===== src/rtl/uart_tx_fifo.sv =====
// Buffered UART transmitter: a circular FIFO feeding a frame serialiser with
// configurable data width, parity and stop bits at a fixed CLK_FREQ/BAUD bit period.
module uart_tx_fifo #(
  parameter int CLK_FREQ  = 100_000_000,
  parameter int BAUD      = 9600,
  parameter int DATA_BITS = 8,
  parameter int PARITY    = 0,
  parameter int STOP_BITS = 1,
  parameter int DEPTH     = 16
) (
  input  logic                 clk,
  input  logic                 rst,
  input  logic                 wr_en,
  input  logic [DATA_BITS-1:0] data_in,
  output logic                 full,
  output logic                 overflow,
  output logic                 busy,
  output logic                 tx_empty,
  output logic                 tx
);

  localparam int DIV   = CLK_FREQ / BAUD;
  localparam int PTR_W = (DEPTH > 1) ? $clog2(DEPTH) : 1;
  localparam int CNT_W = (STOP_BITS * DIV > 1) ? $clog2(STOP_BITS * DIV) : 1;
  localparam int IDX_W = (DATA_BITS > 1) ? $clog2(DATA_BITS) : 1;

  localparam logic [CNT_W-1:0] BIT_LAST  = CNT_W'(DIV - 1);
  localparam logic [CNT_W-1:0] STOP_LAST = CNT_W'(STOP_BITS * DIV - 1);
  localparam logic [IDX_W-1:0] IDX_LAST  = IDX_W'(DATA_BITS - 1);
  localparam logic [PTR_W:0]   CNT_FULL  = (PTR_W + 1)'(DEPTH);

  if (DIV < 2) begin : g_bad_div
    $error("uart_tx_fifo: CLK_FREQ/BAUD must be at least 2");
  end
  if (DATA_BITS < 5 || DATA_BITS > 9) begin : g_bad_width
    $error("uart_tx_fifo: DATA_BITS must be 5..9");
  end
  if (PARITY < 0 || PARITY > 2) begin : g_bad_parity
    $error("uart_tx_fifo: PARITY must be 0, 1 or 2");
  end
  if (STOP_BITS != 1 && STOP_BITS != 2) begin : g_bad_stop
    $error("uart_tx_fifo: STOP_BITS must be 1 or 2");
  end
  if (DEPTH < 2 || (DEPTH & (DEPTH - 1)) != 0) begin : g_bad_depth
    $error("uart_tx_fifo: DEPTH must be a power of two >= 2");
  end

  typedef enum logic [2:0] {S_IDLE, S_START, S_DATA, S_PARITY, S_STOP} state_t;

  state_t               state_q, state_d;
  logic [CNT_W-1:0]     cnt_q, cnt_d;
  logic [IDX_W-1:0]     idx_q, idx_d;
  logic [DATA_BITS-1:0] shift_q, shift_d;
  logic                 par_q, par_d;
  logic                 tx_q, tx_d;
  logic                 ovf_q, ovf_d;
  logic [PTR_W-1:0]     wr_ptr_q, wr_ptr_d;
  logic [PTR_W-1:0]     rd_ptr_q, rd_ptr_d;
  logic [PTR_W:0]       count_q, count_d;
  logic [DATA_BITS-1:0] mem_q [DEPTH];
  logic                 push, pop, load;

  // Odd mode makes data+parity have an odd ones-count, even mode an even one.
  function automatic logic parity_bit(input logic [DATA_BITS-1:0] w);
    return (PARITY == 1) ? ~^w : ^w;
  endfunction

  always_comb begin
    state_d  = state_q;
    cnt_d    = cnt_q;
    idx_d    = idx_q;
    shift_d  = shift_q;
    par_d    = par_q;
    tx_d     = tx_q;
    push     = wr_en && !full;
    pop      = 1'b0;
    load     = 1'b0;
    ovf_d    = wr_en && full;

    case (state_q)
      S_IDLE: begin
        if (count_q != '0) load = 1'b1;
      end
      S_START: begin
        if (cnt_q == '0) begin
          state_d = S_DATA;
          cnt_d   = BIT_LAST;
          idx_d   = '0;
          tx_d    = shift_q[0];
        end else begin
          cnt_d = cnt_q - CNT_W'(1);
        end
      end
      S_DATA: begin
        if (cnt_q == '0) begin
          cnt_d = BIT_LAST;
          if (idx_q == IDX_LAST) begin
            if (PARITY != 0) begin
              state_d = S_PARITY;
              tx_d    = par_q;
            end else begin
              state_d = S_STOP;
              cnt_d   = STOP_LAST;
              tx_d    = 1'b1;
            end
          end else begin
            idx_d   = idx_q + IDX_W'(1);
            shift_d = shift_q >> 1;
            tx_d    = shift_q[1];
          end
        end else begin
          cnt_d = cnt_q - CNT_W'(1);
        end
      end
      S_PARITY: begin
        if (cnt_q == '0) begin
          state_d = S_STOP;
          cnt_d   = STOP_LAST;
          tx_d    = 1'b1;
        end else begin
          cnt_d = cnt_q - CNT_W'(1);
        end
      end
      S_STOP: begin
        if (cnt_q == '0) begin
          // Chain straight into the next start bit when more data is waiting.
          if (count_q != '0) load = 1'b1;
          else               state_d = S_IDLE;
        end else begin
          cnt_d = cnt_q - CNT_W'(1);
        end
      end
      default: state_d = S_IDLE;
    endcase

    if (load) begin
      pop     = 1'b1;
      state_d = S_START;
      cnt_d   = BIT_LAST;
      tx_d    = 1'b0;
      shift_d = mem_q[rd_ptr_q];
      par_d   = parity_bit(mem_q[rd_ptr_q]);
    end

    wr_ptr_d = wr_ptr_q + PTR_W'(push);
    rd_ptr_d = rd_ptr_q + PTR_W'(pop);
    case ({push, pop})
      2'b10:   count_d = count_q + (PTR_W + 1)'(1);
      2'b01:   count_d = count_q - (PTR_W + 1)'(1);
      default: count_d = count_q;
    endcase
  end

  always_ff @(posedge clk or negedge rst) begin
    if (!rst) begin
      state_q  <= S_IDLE;
      cnt_q    <= '0;
      idx_q    <= '0;
      tx_q     <= 1'b1;
      ovf_q    <= 1'b0;
      wr_ptr_q <= '0;
      rd_ptr_q <= '0;
      count_q  <= '0;
    end else begin
      state_q  <= state_d;
      cnt_q    <= cnt_d;
      idx_q    <= idx_d;
      tx_q     <= tx_d;
      ovf_q    <= ovf_d;
      wr_ptr_q <= wr_ptr_d;
      rd_ptr_q <= rd_ptr_d;
      count_q  <= count_d;
    end
  end

  // Payload storage carries no reset; occupancy and state decide what is valid.
  always_ff @(posedge clk) begin
    shift_q <= shift_d;
    par_q   <= par_d;
    if (push) mem_q[wr_ptr_q] <= data_in;
  end

  assign full     = (count_q == CNT_FULL);
  assign overflow = ovf_q;
  assign busy     = (state_q != S_IDLE);
  assign tx_empty = (count_q == '0) && (state_q == S_IDLE);
  assign tx       = tx_q;

endmodule

===== config.mk =====
export PLATFORM = sky130hd
export DESIGN_NAME = uart_tx_fifo
export DESIGN_NICKNAME = d
export VERILOG_FILES = /design/src/rtl/uart_tx_fifo.sv
export SDC_FILE = /design/constraint.sdc
export NUM_CORES = 1
export LEC_CHECK = 0
export CORE_MARGIN = 2
export CORE_UTILIZATION = 50
export CTS_CLUSTER_DIAMETER = 50
export CTS_CLUSTER_SIZE = 12
export DETAILED_ROUTE_END_ITERATION = 8
export PLACE_DENSITY = 0.67
export SLEW_MARGIN = 0
export SYNTH_ARGS = -nofsm -noshare
export SYNTH_HDL_FRONTEND = slang
export SYNTH_SLANG_ARGS = --single-unit

===== constraint.sdc =====
create_clock -name clk -period 4.65 [get_ports clk]
set_input_delay 0.6975 -clock clk [delete_from_list [all_inputs] [get_ports clk]]
set_output_delay 0.6975 -clock clk [all_outputs]
set_load 0.005 [all_outputs]

# After elaboration in Yosys (flattened, before gate mapping)
# Memory sizes are Yosys's and may differ from the RTL's.
# Cells that the tools add are included.
# word_totals
inputBits	11
mem_bits_rw	128
regBits	43
word_cells	90
out_inout_bits	5
mem_count	1
# memory_table
memory	depth	width	read_ports	rd_clocked_by_memory_dff	write_ports	line	text
mem_q	16	8	1	0	1	60	logic [DATA_BITS-1:0] mem_q [DEPTH];
# op_classes
n_reduce_logical	21
eq_ne	20
mux	33
add_sub_neg	6
# op_table
operator	n
14-bit 2-to-1 mux	3
8-bit 2-to-1 mux	4
3-bit 2-to-1 mux	10
14-bit one-hot mux with 2 select lines	1
3-bit inequality test (second input constant)	7
3-bit one-hot mux with 5 select lines	1
14-bit zero test	1
14-bit by 1-bit subtractor with 14-bit output (second input constant)	1
1-bit 2-to-1 mux	10
2-bit inequality test (second input constant)	5
5-bit one-hot mux with 2 select lines	1
4-bit by 1-bit adder with 4-bit output	2
4-bit AND reduction	2
2-bit nonzero test	4
7-bit AND reduction	1
3-bit by 2-bit equality test with 1-bit output (second input constant)	2
3-bit equality test (second input constant)	2
3-bit one-hot mux with 2 select lines	1
3-bit nonzero test	2
5-bit by 1-bit adder with 5-bit output (second input constant)	1
5-bit equality test (second input constant)	1
5-bit zero test	1
5-bit nonzero test	1
5-bit by 1-bit subtractor with 5-bit output (second input constant)	1
other kinds (13)	15

# Depth between registers and ports, before layout
# logic_depth
depth_word	7
depth_mapped	14

# Worst setup path before layout
# Ideal clock, no wire load.
# synth_path
path_kind	reg2reg
from	register cnt_q[9]
to	register count_q[4]
path_slack_ns	1.271
setup_time_ns	0.079
required_time_ns	4.571
arrival_time_ns	3.300
period_less_slack_ns	3.379
n_path_buf	1
path_stages_with_launch	14
path_cell_list	dfrtp_1 -> or4_4 -> nor4b_4 -> nand2_4 -> a21oi_4 -> ha_1 -> clkbuf_1 -> xor2_1 -> ha_1 -> inv_1 -> o21ai_0 -> a21o_1 -> a221oi_1 -> xor2_1
# synth_via
elab_chain_cells	6
word_cells_on_any_way	8
classes_between	eq/ne: 2; mux: 4; reduce/logical: 2
# synth_lines
element	line	text
start, declared	51	logic [CNT_W-1:0] cnt_q, cnt_d;
start signal, assigned	166	cnt_q <= cnt_d;
14-bit zero test *	125	if (cnt_q == '0) begin
1-bit 2-to-1 mux *	125	
1-bit one-hot mux with 2 select lines *	80	case (state_q)
via load	61	logic push, pop, load;
1-bit 2-to-1 mux *	136	if (load) begin
2-bit by 1-bit equality test with 1-bit output or 2-bit equality test (tied branches)	147	case ({push, pop})
5-bit one-hot mux with 2 select lines or 2-bit nonzero test (tied branches)	-	
end signal, assigned	172	count_q <= count_d;
end, declared	59	logic [PTR_W:0] count_q, count_d;
# The timed path passes the listed nets; every way through them passes the cells marked *.
# A chain may end at the register's enable or synchronous reset.

# Final worst setup path
# Same ends and word-level chain as after synthesis.

==> impl_metrics.env <==
export IMPL_design_final_nets=515
export IMPL_final_max_slew_violation_count=0
export IMPL_ys_async_sr_fraction_pct=20.5
export IMPL_die_height_um=126
export IMPL_status="finished clean"
export IMPL_share_of_total_power_consumed_by_net_switching_pct=30.7
export IMPL_synth_area_per_cell_um2=15.6
export IMPL_vdd_drop_max_v=0.000345
export IMPL_antenna_violations_before_repair=0
export IMPL_post_route_drc_count=0
export IMPL_dr_first_iter_drc_count=420
export IMPL_synth_main_ff_cell="sky130_fd_sc_hd__edfxtp_1"
export IMPL_timing_critical_path_slowest_cell_delay_ps=590
export IMPL_yosys_area_share_simple_pct=9.14
export IMPL_synth_xor_area_share_pct=1.76
export IMPL_viasPerCell=6.06
export IMPL_synth_enable_flop_cells=136
export IMPL_global_route_wire_length_before_repair_um=23300
export IMPL_post_cts_setup_buffers=0
export IMPL_finish_utilization_pct=57.7
export IMPL_tritoncts="built"
export IMPL_hold_ws_ps=350
export IMPL_critical_path_cell_sequence="or4_4 > nor4b_4 > nand2_4 > a21oi_4 > ha_1 > xor2_1 > ha_1 > inv_1 > o21ai_0 > a21o_1 > a221oi_1 > xor2_1"
export IMPL_globalplace_congestion=0.866
export IMPL_fmax_ghz=0.273
export IMPL_timing_critical_path_from_type="register"
export IMPL_mostFrequentLayoutCell="sky130_fd_sc_hd__edfxtp_1"
export IMPL_cts_sinks=171
export IMPL_worst_setup_path_type="register to register"
export IMPL_postRouteWirelength_um=14500
export IMPL_kind_of_end_point_of_the_critical_path="register"
export IMPL_hp_class="input pin to async pin"
export IMPL_design_power_total_mw=4.80
export IMPL_drt_first_pass_iters=4
export IMPL_die_width_um=126
export IMPL_synth_lib_cells_used_distinct=63
export IMPL_grt_start_max_net_pins=36
export IMPL_critPathRequiredTime_ps=5000
export IMPL_place_worst_setup_slack_ps=993
export IMPL_maxCapViolations=0
export IMPL_cts_root_to_sink_buffers=2
export IMPL_cts_reportedPaths_clkPinSlew_ps=70
export IMPL_pwr_share_clk_pct=30.4
export IMPL_netlist_area_leader_share_pct=54.8
export IMPL_internal_power_mw=3.33
export IMPL_synth_yosys_seq_area_share_pct=66.6
export IMPL_cts_resized_gates=0
export IMPL_number_of_vias_after_detailed_routing=4183
export IMPL_grt_remaining_overflow=0
export IMPL_layout_worst_path_cycle_share_pct=78.9
export IMPL_wire_per_inst_um=21.0
export IMPL_power_share_combinational_pct=25.4
export IMPL_worst_slew_pin_transition_ps=951
export IMPL_antenna_diode_count=0
export IMPL_synth_area_top_cells="sky130_fd_sc_hd__edfxtp_1 55%, sky130_fd_sc_hd__dfrtp_1 11%, sky130_fd_sc_hd__mux4_2 10%"
export IMPL_clk_root_buffer_cell="sky130_fd_sc_hd__clkbuf_16"
export IMPL_post_synth_adder_cell_area_pct=1.85
export IMPL_clk_latency_ps=430
export IMPL_row_count=44
export IMPL_ctsHoldBuffers=0
export IMPL_synth_mux_area_share_pct=11.8
export IMPL_seqPwrFrac_pct=44.2
export IMPL_synth_area_um2=7450
export IMPL_globalRouteTotalUtil_pct=19.3
export IMPL_critical_path_slowest_cell="sky130_fd_sc_hd__or4_4"
export IMPL_post_synth_inst_count=478
export IMPL_number_of_global_route_vias_before_repair=4187
export IMPL_drive_gt1_share_pct=19.4
export IMPL_grt_setup_unrepaired="false"
export IMPL_timing_critical_path_arrival_ps=4020
export IMPL_postSynthNetCount=500
export IMPL_slew_headroom_pct=36.4
export IMPL_power_density_nw_per_um2=572
export IMPL_place_area_um2=7770
export IMPL_drtAntennaViolNets=0
export IMPL_finalWorstSetupSlack_ps=982
export IMPL_top_level_ports=16
export IMPL_design_core_area_um2=14500
export IMPL_syn2layout_area_growth_pct=12.6
export IMPL_power_leakage_nw=2.90
export IMPL_report_final_hold_viol_count=0
export IMPL_setup_clock_skew_after_layout_ps=11.6
export IMPL_synth_compound_area_share_pct=6.89
export IMPL_cp_max_fo=11
export IMPL_cts_htree_levels=4
export IMPL_largest_family_of_logic_cells_by_synthesized_area="multiplexers"
export IMPL_switching_power_total_mw=1.47
export IMPL_dieArea_um2=15900
export IMPL_period_needed_ps=3670
export IMPL_cell_type_with_the_highest_aggregate_area_in_the_netlist="sky130_fd_sc_hd__edfxtp_1"
export IMPL_finalSetupViolations=0
export IMPL_numCtsBuffers=17
export IMPL_ys_ff_latch=171
export IMPL_io_buffers=15
export IMPL_final_cell_mix="136 x sky130_fd_sc_hd__edfxtp_1, 34 x sky130_fd_sc_hd__mux4_2, 33 x sky130_fd_sc_hd__dfrtp_1"
export IMPL_detailedPlacementHpwl_um=9320
export IMPL_postLayoutCellArea_um2=8380
export IMPL_initial_core_utilization_pct=51.2
export IMPL_tns_ps=0
export IMPL_synth_warning_count=0
export IMPL_dp_cells=658
export IMPL_fin_cells=690
## worst max-delay path, delay by kind of cell, from the launching register on
family	cells	cell delay, ps
xor gates and xnor gates	2	290
DFF	1	420
and+or+nand+nor	3	1210
adders and majority gates	2	630
AOI/OAI and AO/OA	4	980
buffers and inverters	1	50
## cells by family after synthesis
kind of cell,Yosys count
flops,171
simple gates,125
compound gates,75
mux,44
buf+inv,37
xor+xnor,15
fa+ha+maj,11
## final cells by class
cell class                 count  area (um^2)
clock buffer                  17          425
clock inverter                15          184
fill                        1127         6150
inverter                      10         37.5
multi-input combinational    270         2340
sequential                   171         4960
tap                          184          230
timing repair buffer          23          205
## path summary, 6_finish.rpt
check | start | slack [ps] | endpoint | cells after the start
hold / removal | rst | 350 | cnt_q[5] | 1
setup / recovery | cnt_q[9] | 980 | count_q[4] | 12
setup reg to reg | cnt_q[9] | 980 | count_q[4] | 12
hold reg to reg | tx | 490 | tx | 2
min in group clk | tx | 490 | tx | 2
max in group asynchronous | rst | 3710 | rd_ptr_q[0] | 1
## flip-flops by register name (all words and copies together) (netlist names)
name      flops
cnt_q        14
count_q       5
idx_q         3
mem_q       128
overflow      1
rd_ptr_q      4
shift_q       8
state_q       3
tx            1
wr_ptr_q      4
## Yosys cell counts, types with 5 or more instances
master and n:
sky130_fd_sc_hd__nor4_1 5, sky130_fd_sc_hd__inv_1 10, sky130_fd_sc_hd__clkbuf_1 21, sky130_fd_sc_hd__edfxtp_1 136
sky130_fd_sc_hd__mux4_2 34, sky130_fd_sc_hd__nand3_1 8, sky130_fd_sc_hd__a21oi_1 13, sky130_fd_sc_hd__a22oi_1 15
sky130_fd_sc_hd__dfrtp_1 34, sky130_fd_sc_hd__xnor2_1 8, sky130_fd_sc_hd__mux2_2 9, sky130_fd_sc_hd__buf_2 5
sky130_fd_sc_hd__or3_1 6, sky130_fd_sc_hd__nor3_1 14, sky130_fd_sc_hd__o21ai_0 19, sky130_fd_sc_hd__nand2b_1 6
sky130_fd_sc_hd__nand2_1 24, sky130_fd_sc_hd__nor2_1 32, sky130_fd_sc_hd__ha_1 11, sky130_fd_sc_hd__xor2_1 7
## layer usage
| layer | GRT usage [%] | share of wire [%] | routed length [um] | up-vias |
|---|---|---|---|---|
| met3 | 4.16 | 4.1 | 588 | 15 |
| met1 | 27.0 | 45 | 6550 | 2151 |
| met4 | 5.62 | 1.1 | 160 | 0 |
| met2 | 31.1 | 50 | 7190 | 101 |
| li1 | - | - | - | 1916 |
| met5 | 0 | 0 | 0 | - |
## power by group through the flow
stage | registers (mW) | logic, mW | clock network, mW
2_1_floorplan | 2.00 | 1.02 | 0
3_3_place_gp | 2.13 | 1.20 | 0
6_report | 2.12 | 1.22 | 1.46
3_5_place_dp | 2.14 | 1.22 | 0
5_1_grt | 2.16 | 1.33 | 1.54
4_1_cts | 2.12 | 1.23 | 1.48
Power figures use the tool's default switching activity.
